--- config.mk ---
export PLATFORM = sky130hd
export DESIGN_NAME = dff_piso_tx_param
export DESIGN_NICKNAME = d
export VERILOG_FILES = /design/src/rtl/dff_piso_tx_param_pkg.sv /design/src/rtl/dff_piso_tx_param_bit_counter.sv /design/src/rtl/dff_piso_tx_param.sv
export SDC_FILE = /design/constraint.sdc
export NUM_CORES = 1
export LEC_CHECK = 0
export BUFFER_PORTS_ARGS = -buffer_cell sky130_fd_sc_hd__buf_2
export CAP_MARGIN = 20
export CORE_ASPECT_RATIO = 0.9
export CORE_MARGIN = 2
export CORE_UTILIZATION = 37
export CTS_BUF_LIST = sky130_fd_sc_hd__clkbuf_8 sky130_fd_sc_hd__clkbuf_16
export CTS_CLUSTER_SIZE = 20
export DETAILED_ROUTE_END_ITERATION = 10
export SYNTH_ARGS = -nofsm -noshare
export SYNTH_HDL_FRONTEND = slang
export SYNTH_HIERARCHICAL = 1
export SYNTH_SLANG_ARGS = --single-unit
--- constraint.sdc ---
create_clock -name clk -period 3.32 [get_ports clk]
set_input_delay 0 -clock clk [delete_from_list [all_inputs] [get_ports clk]]
set_output_delay 0 -clock clk [all_outputs]
set_load 0.02 [all_outputs]
--- src/rtl/dff_piso_tx_param_pkg.sv ---
// Shared types for the PISO transmitter and its bit counter.
// Also used by the matching SIPO receiver.
package dff_piso_tx_param_pkg;

  localparam int unsigned PISO_WIDTH = 6;

  typedef enum logic {
    S_IDLE  = 1'b0,
    S_SHIFT = 1'b1
  } piso_state_e;

  function automatic int unsigned cnt_w(input int unsigned n);
    return (n < 2) ? 1 : $clog2(n);
  endfunction

endpackage

--- src/rtl/dff_piso_tx_param_bit_counter.sv ---
// Modulo-WIDTH up-counter with sync clear, enable and
// terminal-count flag; wraps to zero after WIDTH-1.
module bit_counter_param
  import dff_piso_tx_param_pkg::*;
#(
  parameter int unsigned WIDTH = PISO_WIDTH,
  localparam int unsigned CW = cnt_w(WIDTH)
) (
  input  logic          clk,
  input  logic          rst_n,
  input  logic          clr_i,
  input  logic          en_i,
  output logic [CW-1:0] cnt_o,
  output logic          tc_o
);

  localparam logic [CW-1:0] LAST = CW'(WIDTH - 1);

  logic [CW-1:0] cnt_q;
  logic [CW-1:0] cnt_d;

  assign tc_o  = (cnt_q == LAST);
  assign cnt_d = tc_o ? '0 : cnt_q + 1'b1;
  assign cnt_o = cnt_q;

  always_ff @(posedge clk) begin
    if (!rst_n) begin
      cnt_q <= '0;
    end else if (clr_i) begin
      cnt_q <= '0;
    end else if (en_i) begin
      cnt_q <= cnt_d;
    end
  end

endmodule

--- src/rtl/dff_piso_tx_param.sv ---
// Parallel-in/serial-out transmitter with valid/last framing
// and zero-gap back-to-back word reload.
module dff_piso_tx_param
  import dff_piso_tx_param_pkg::*;
#(
  parameter int unsigned WIDTH     = PISO_WIDTH,
  parameter bit          MSB_FIRST = 1'b1,
  parameter logic        IDLE_BIT  = 1'b0
) (
  input  logic             clk,
  input  logic             rst_n,
  input  logic             shift_en,
  input  logic             load_valid,
  output logic             load_ready,
  input  logic [WIDTH-1:0] load_data,
  output logic             ser_out,
  output logic             ser_valid,
  output logic             ser_last,
  output logic             busy
);

  localparam int unsigned CW = cnt_w(WIDTH);

  piso_state_e      state_q;
  logic [WIDTH-1:0] shreg_q;
  logic [WIDTH-1:0] shreg_d;
  logic [CW-1:0]    cnt;
  logic             tc;
  logic             is_shift;
  logic             strike;
  logic             accept;
  logic             head_bit;

  assign is_shift   = (state_q == S_SHIFT);
  assign strike     = is_shift & shift_en;
  assign load_ready = ~is_shift | (tc & shift_en);
  assign accept     = load_valid & load_ready;

  bit_counter_param #(
    .WIDTH(WIDTH)
  ) u_cnt (
    .clk   (clk),
    .rst_n (rst_n),
    .clr_i (accept | (strike & tc)),
    .en_i  (strike & ~tc),
    .cnt_o (cnt),
    .tc_o  (tc)
  );

  always_comb begin
    shreg_d  = shreg_q;
    head_bit = shreg_q[0];
    if (MSB_FIRST) begin
      shreg_d  = {shreg_q[WIDTH-2:0], 1'b0};
      head_bit = shreg_q[WIDTH-1];
    end else begin
      shreg_d  = {1'b0, shreg_q[WIDTH-1:1]};
    end
  end

  // accept also covers the last-bit reload, so arms are disjoint
  always_ff @(posedge clk) begin
    if (!rst_n) begin
      state_q <= S_IDLE;
      shreg_q <= '0;
    end else begin
      unique case (1'b1)
        accept: begin
          shreg_q <= load_data;
          state_q <= S_SHIFT;
        end
        (strike & tc & ~load_valid): begin
          state_q <= S_IDLE;
        end
        (strike & ~tc): begin
          shreg_q <= shreg_d;
        end
        default: begin
        end
      endcase
    end
  end

  assign ser_valid = is_shift;
  assign busy      = is_shift;
  assign ser_last  = is_shift & tc;
  assign ser_out   = is_shift ? head_bit : IDLE_BIT;

  logic unused_cnt;
  assign unused_cnt = ^cnt;

endmodule

* After elaboration in Yosys (flattened, before gate mapping)
Index checks and enable logic that the tools add are counted.
** Word-level totals
- Input port bits :: 10
- Output and inout port bits :: 5
- Logic and storage cells :: 25
- Register bits after elaboration :: 10
** Operators by class
- Eq/ne operators :: 1
- $add $sub $neg :: 1
- Multiplexer cells :: 4
- Reductions and logical operators :: 3
- Bitwise operators :: 13
** Operators with widths (number)
- $pmux W6 S2 :: 1
- $and A1 B1 Y1 :: 7
- $not A1 Y1 :: 4
- $reduce_bool A2 Y1 :: 2
- $add A3 B1 Y3 const B :: 1
- $eq A3 B3 Y1 const B :: 1
- $mux W3 :: 1
- $or A1 B1 Y1 :: 2
- $pmux W1 S2 :: 1
- $reduce_or A2 Y1 :: 1
- $mux W1 :: 1

* Depth between registers and ports, before layout
- Depth after elaboration :: 6
- Mapped depth :: 7
- Mapped depth without buffers :: 6

* Modules after synthesis
Netlist, hierarchy kept.
** Modules (own cells, without submodules)
- dff_piso_tx_param :: area an instance 444.2 µm², sequential area each 140.1 µm², instances 1, cells an instance 53
- bit_counter_param :: area an instance 136.4 µm², sequential area each 60.1 µm², instances 1, cells an instance 14

* Worst setup path after synthesis
Ideal clock, no wire load.
- Kind :: register to register
- Start :: reg u_cnt.cnt_q[0] (netlist: u_cnt/cnt_o[0])
- End :: reg u_cnt.cnt_q[1] (netlist: u_cnt/cnt_o[1])
- Path buffers :: 1
- Data arrival time :: 1183 ps
- Data required time :: 3250 ps
- Period minus slack after synthesis :: 1252 ps
- Setup time :: 70 ps
- Path slack :: 2068 ps
- Cell stages (with the launch flop) :: 8
- Path through :: dfxtp_1 nand2_1 nor2_1 buf_6 nand3b_1 inv_1 a21bo_1 a21oi_1
** Between the ends
- Longest elaborated chain between the ends :: 6
- Elaborated cells on any way between the ends :: 11
- Classes of those cells :: add/sub (1); eq/ne (1); mux (1); bitwise (7); reduce/logical (1)
** Ends and longest elaborated chain
- start: declaration :: RTL line dff_piso_tx_param_bit_counter.sv:19 : logic [CW-1:0] cnt_q;
- start signal: assignment :: RTL line dff_piso_tx_param_bit_counter.sv:32 : cnt_q <= cnt_d;
- $eq A3 B3 Y1 (*) :: RTL line dff_piso_tx_param_bit_counter.sv:22 : assign tc_o = (cnt_q == LAST);
- named net tc :: RTL line dff_piso_tx_param.sv:28 : logic tc;
- $and A1 B1 Y1 :: RTL line dff_piso_tx_param.sv:36 : assign load_ready = ~is_shift | (tc & shift_en);
- $or A1 B1 Y1 :: RTL line dff_piso_tx_param.sv:36
- $and A1 B1 Y1 :: RTL line dff_piso_tx_param.sv:37 : assign accept = load_valid & load_ready;
- $or A1 B1 Y1 :: RTL line dff_piso_tx_param.sv:44 : .clr_i (accept | (strike & tc)),
- $reduce_or A2 Y1 (no source line)
The timed path passes the listed nets; every way through them passes the cells marked *.
A chain may end at the register's enable or synchronous reset.

* Worst setup path after layout
- Start :: reg u_cnt.cnt_q[0] (netlist: u_cnt/cnt_o[0])
- End :: reg u_cnt.cnt_q[2] (netlist: u_cnt/cnt_o[2])
The elaborated chain is that of the path after synthesis.

==> impl_metrics.env <==
export IMPL_grt_overflow=0
export IMPL_synth_distinct_cells=25
export IMPL_postCtsResizedCells=0
export IMPL_muxShareOfSynthArea_pct=0
export IMPL_synthTopCellsByCount="10 x dfxtp_1, 8 x inv_1, 6 x nand2b_1"
export IMPL_slowest_delay_ps=570
export IMPL_synthAdderAreaFrac_pct=0
export IMPL_ys_seq_area_share_pct=34.5
export IMPL_wl_met3_um=82
export IMPL_tightest_slew_ps=742
export IMPL_clockRootBuffer="clkbuf_8"
export IMPL_fillerInstances=155
export IMPL_hold_class="in2reg"
export IMPL_syn_area_um2=581
export IMPL_synth_most_common_cell="dfxtp_1"
export IMPL_finalSetupViolCount=0
export IMPL_cap_violations=0
export IMPL_clock_skew_ps=0.737
export IMPL_yosysWarnings=6
export IMPL_cp_max_fo=9
export IMPL_slew_headroom_pct=50.3
export IMPL_port_buffers=14
export IMPL_grt_pass1_wl_mm=1.95
export IMPL_hold_viol_final=0
export IMPL_synth_top_area_share_pct=34.5
export IMPL_routed_top_layer="met4"
export IMPL_vias=499
export IMPL_clk_insertion_delay_late_ps=230
export IMPL_ys_async_sr_fraction_pct=0
export IMPL_routed_via_density=5.31
export IMPL_wl_met2_um=496
export IMPL_rows=13
export IMPL_wl_per_cell_um=12.6
export IMPL_die_width_um=45.8
export IMPL_synth_compound_area_share_pct=30.8
export IMPL_report_final_slew_viol_count=0
export IMPL_io_pins=15
export IMPL_cp_start_kind="flip-flop"
export IMPL_p_leak_uw=0.000304
export IMPL_hpwl_um=838
export IMPL_drt_initial_drc_count=11
export IMPL_htree_levels=1
export IMPL_fmax_mhz=567
export IMPL_num_antenna_cells=0
export IMPL_initial_utilization_pct=39.7
export IMPL_path_cells="nand2_1 > nor2_1 > nand3b_1 > inv_1 > a21bo_1 > a21oi_1"
export IMPL_layout_nets=91
export IMPL_grt_usage_pct=14.1
export IMPL_synth_largest_area_cell="dfxtp_1"
export IMPL_finalCritPeriodShare_pct=53.1
export IMPL_synth_top_family_by_area="compound AO/OA/AOI/OAI gates"
export IMPL_ir_drop_uv=315
export IMPL_arrival_ps=1930
export IMPL_status="completed"
export IMPL_setup_ws_ps=1560
export IMPL_synth_area_top_cells="dfxtp_1 34%, a221oi_1 7.5%, nand2b_1 6.5%"
export IMPL_drt_pass1_iterations=4
export IMPL_setup_tns_ps=0
export IMPL_grt_start_max_net_pins=14
export IMPL_place_ws_ps=1570
export IMPL_wl_met1_um=589
export IMPL_regArea_um2=200
export IMPL_ys_ff_latch=10
export IMPL_antenna_found_initial=0
export IMPL_clkTransAtPathRegs_ps=50
export IMPL_grt_pass1_vias=455
export IMPL_hold_buffers=0
export IMPL_clk_path_buf_depth=2
export IMPL_drc_errors=0
export IMPL_crit_type="reg2reg"
export IMPL_synth_ff_type="dfxtp_1"
export IMPL_p_per_area_nw_per_um2=458
export IMPL_routabilityCongestion=0.732
export IMPL_area_growth_pct=16.2
export IMPL_tritoncts="done"
export IMPL_die_h_um=41.6
export IMPL_layout_min_cycle_time_ps=1760
export IMPL_clock_sinks=10
export IMPL_postCtsSetupBuffers=0
export IMPL_totalWireLength_mm=1.18
export IMPL_syn_inst=67
export IMPL_syn_avg_cell_area_um2=8.67
export IMPL_synth_simple_gate_area_share_pct=21.8
export IMPL_core_area_um2=1460
export IMPL_ant_nets=0
export IMPL_synth_xor_area_share_pct=1.51
export IMPL_critPathRequiredTime_ps=3490
export IMPL_dieArea_um2=1900
export IMPL_syn_nets=77
export IMPL_rsz0062_at_grt="no"
export IMPL_cp_slowest_cell="nor2_1"
export IMPL_cp_end_kind="flip-flop"
export IMPL_multi_input_area_um2=314
export IMPL_layout_drive_gt1_share_pct=26.6
export IMPL_synth_edff_count=0
export IMPL_cts_made_buffers=3
==> report_power, final <==
part           switching (uW)  total (uW)  internal (uW)
Combinational            25.2        47.3           22.1
Sequential               8.13         136            128
Clock                    45.6         125           79.3
==> logic make-up (layout without fill, tap and decap cells) <==
family                    count (synthesis)  count (layout)
AOI/OAI and AO/OA                        23              23
and+or+nand+nor                          20              20
buffers and inverters                    13              25
DFF                                      10              10
xor gates and xnor gates                  1               1
==> per-stage QoR <==
| step | utilization (%) | total power (uW) | instance area, um^2 | hold WS (ps) | instances |
|---|---|---|---|---|---|
| floorplan | - | 173 | 581 | 116 | 67 |
| global placement | 43.2 | 185 | 633 | 248 | 91 |
| detailed placement | 43.2 | 186 | 633 | 256 | 91 |
| CTS | 46.1 | 313 | 674 | 10.4 | 94 |
| global route | 46.1 | 325 | 674 | 20.1 | 94 |
| finish | 46.1 | 309 | 674 | 13.2 | 94 |
==> per-layer routing <==
layer,GRT usage [%],vias to the layer above
li1,-,264
met1,18.8,218
met2,19.4,15
met3,6.96,2
met4,5.14,0
met5,0,-
==> sequential cells by signal (all words and copies together), names as in the netlist <==
register / count
busy: 1
u_cnt/cnt_o: 3
shreg_q: 6
==> worst max-delay path, delay by kind of cell (launching register included) <==
family / cells / cell delay (ps)
compound gates: 2 / 300
buf+inv: 1 / 110
simple gates: 3 / 860
flops: 1 / 420
==> cells in the final DEF (no fill, tap or decap), types with 2 or more instances in the layout <==
cell type / count
buf_2: 14
dfxtp_1: 10
inv_1: 8
nand2b_1: 6
o22ai_1: 5
o31ai_1: 5
a221oi_1: 5
nor2_1: 4
a21oi_1: 3
clkbuf_8: 3
nand2_1: 2
a21bo_1: 2
==> path summary, 6_finish.rpt <==
path | start | to | slack, ps | cells past startpoint
min reg2reg | shreg_q[0] | shreg_q[0] | 480 | 2
min | load_data[3] | shreg_q[3] | 10 | 3
max | u_cnt/cnt_o[0] | u_cnt/cnt_o[2] | 1560 | 6
max reg2reg | u_cnt/cnt_o[0] | u_cnt/cnt_o[2] | 1560 | 6
==> area by class of cell <==
cell class	count	share of cell area [%]
multi-input combinational	44	46.6
sequential	10	29.7
timing repair buffer	14	10.4
clock buffer	3	6.12
inverter	8	4.45
tap	15	2.78
Power figures use the tool's default switching activity.
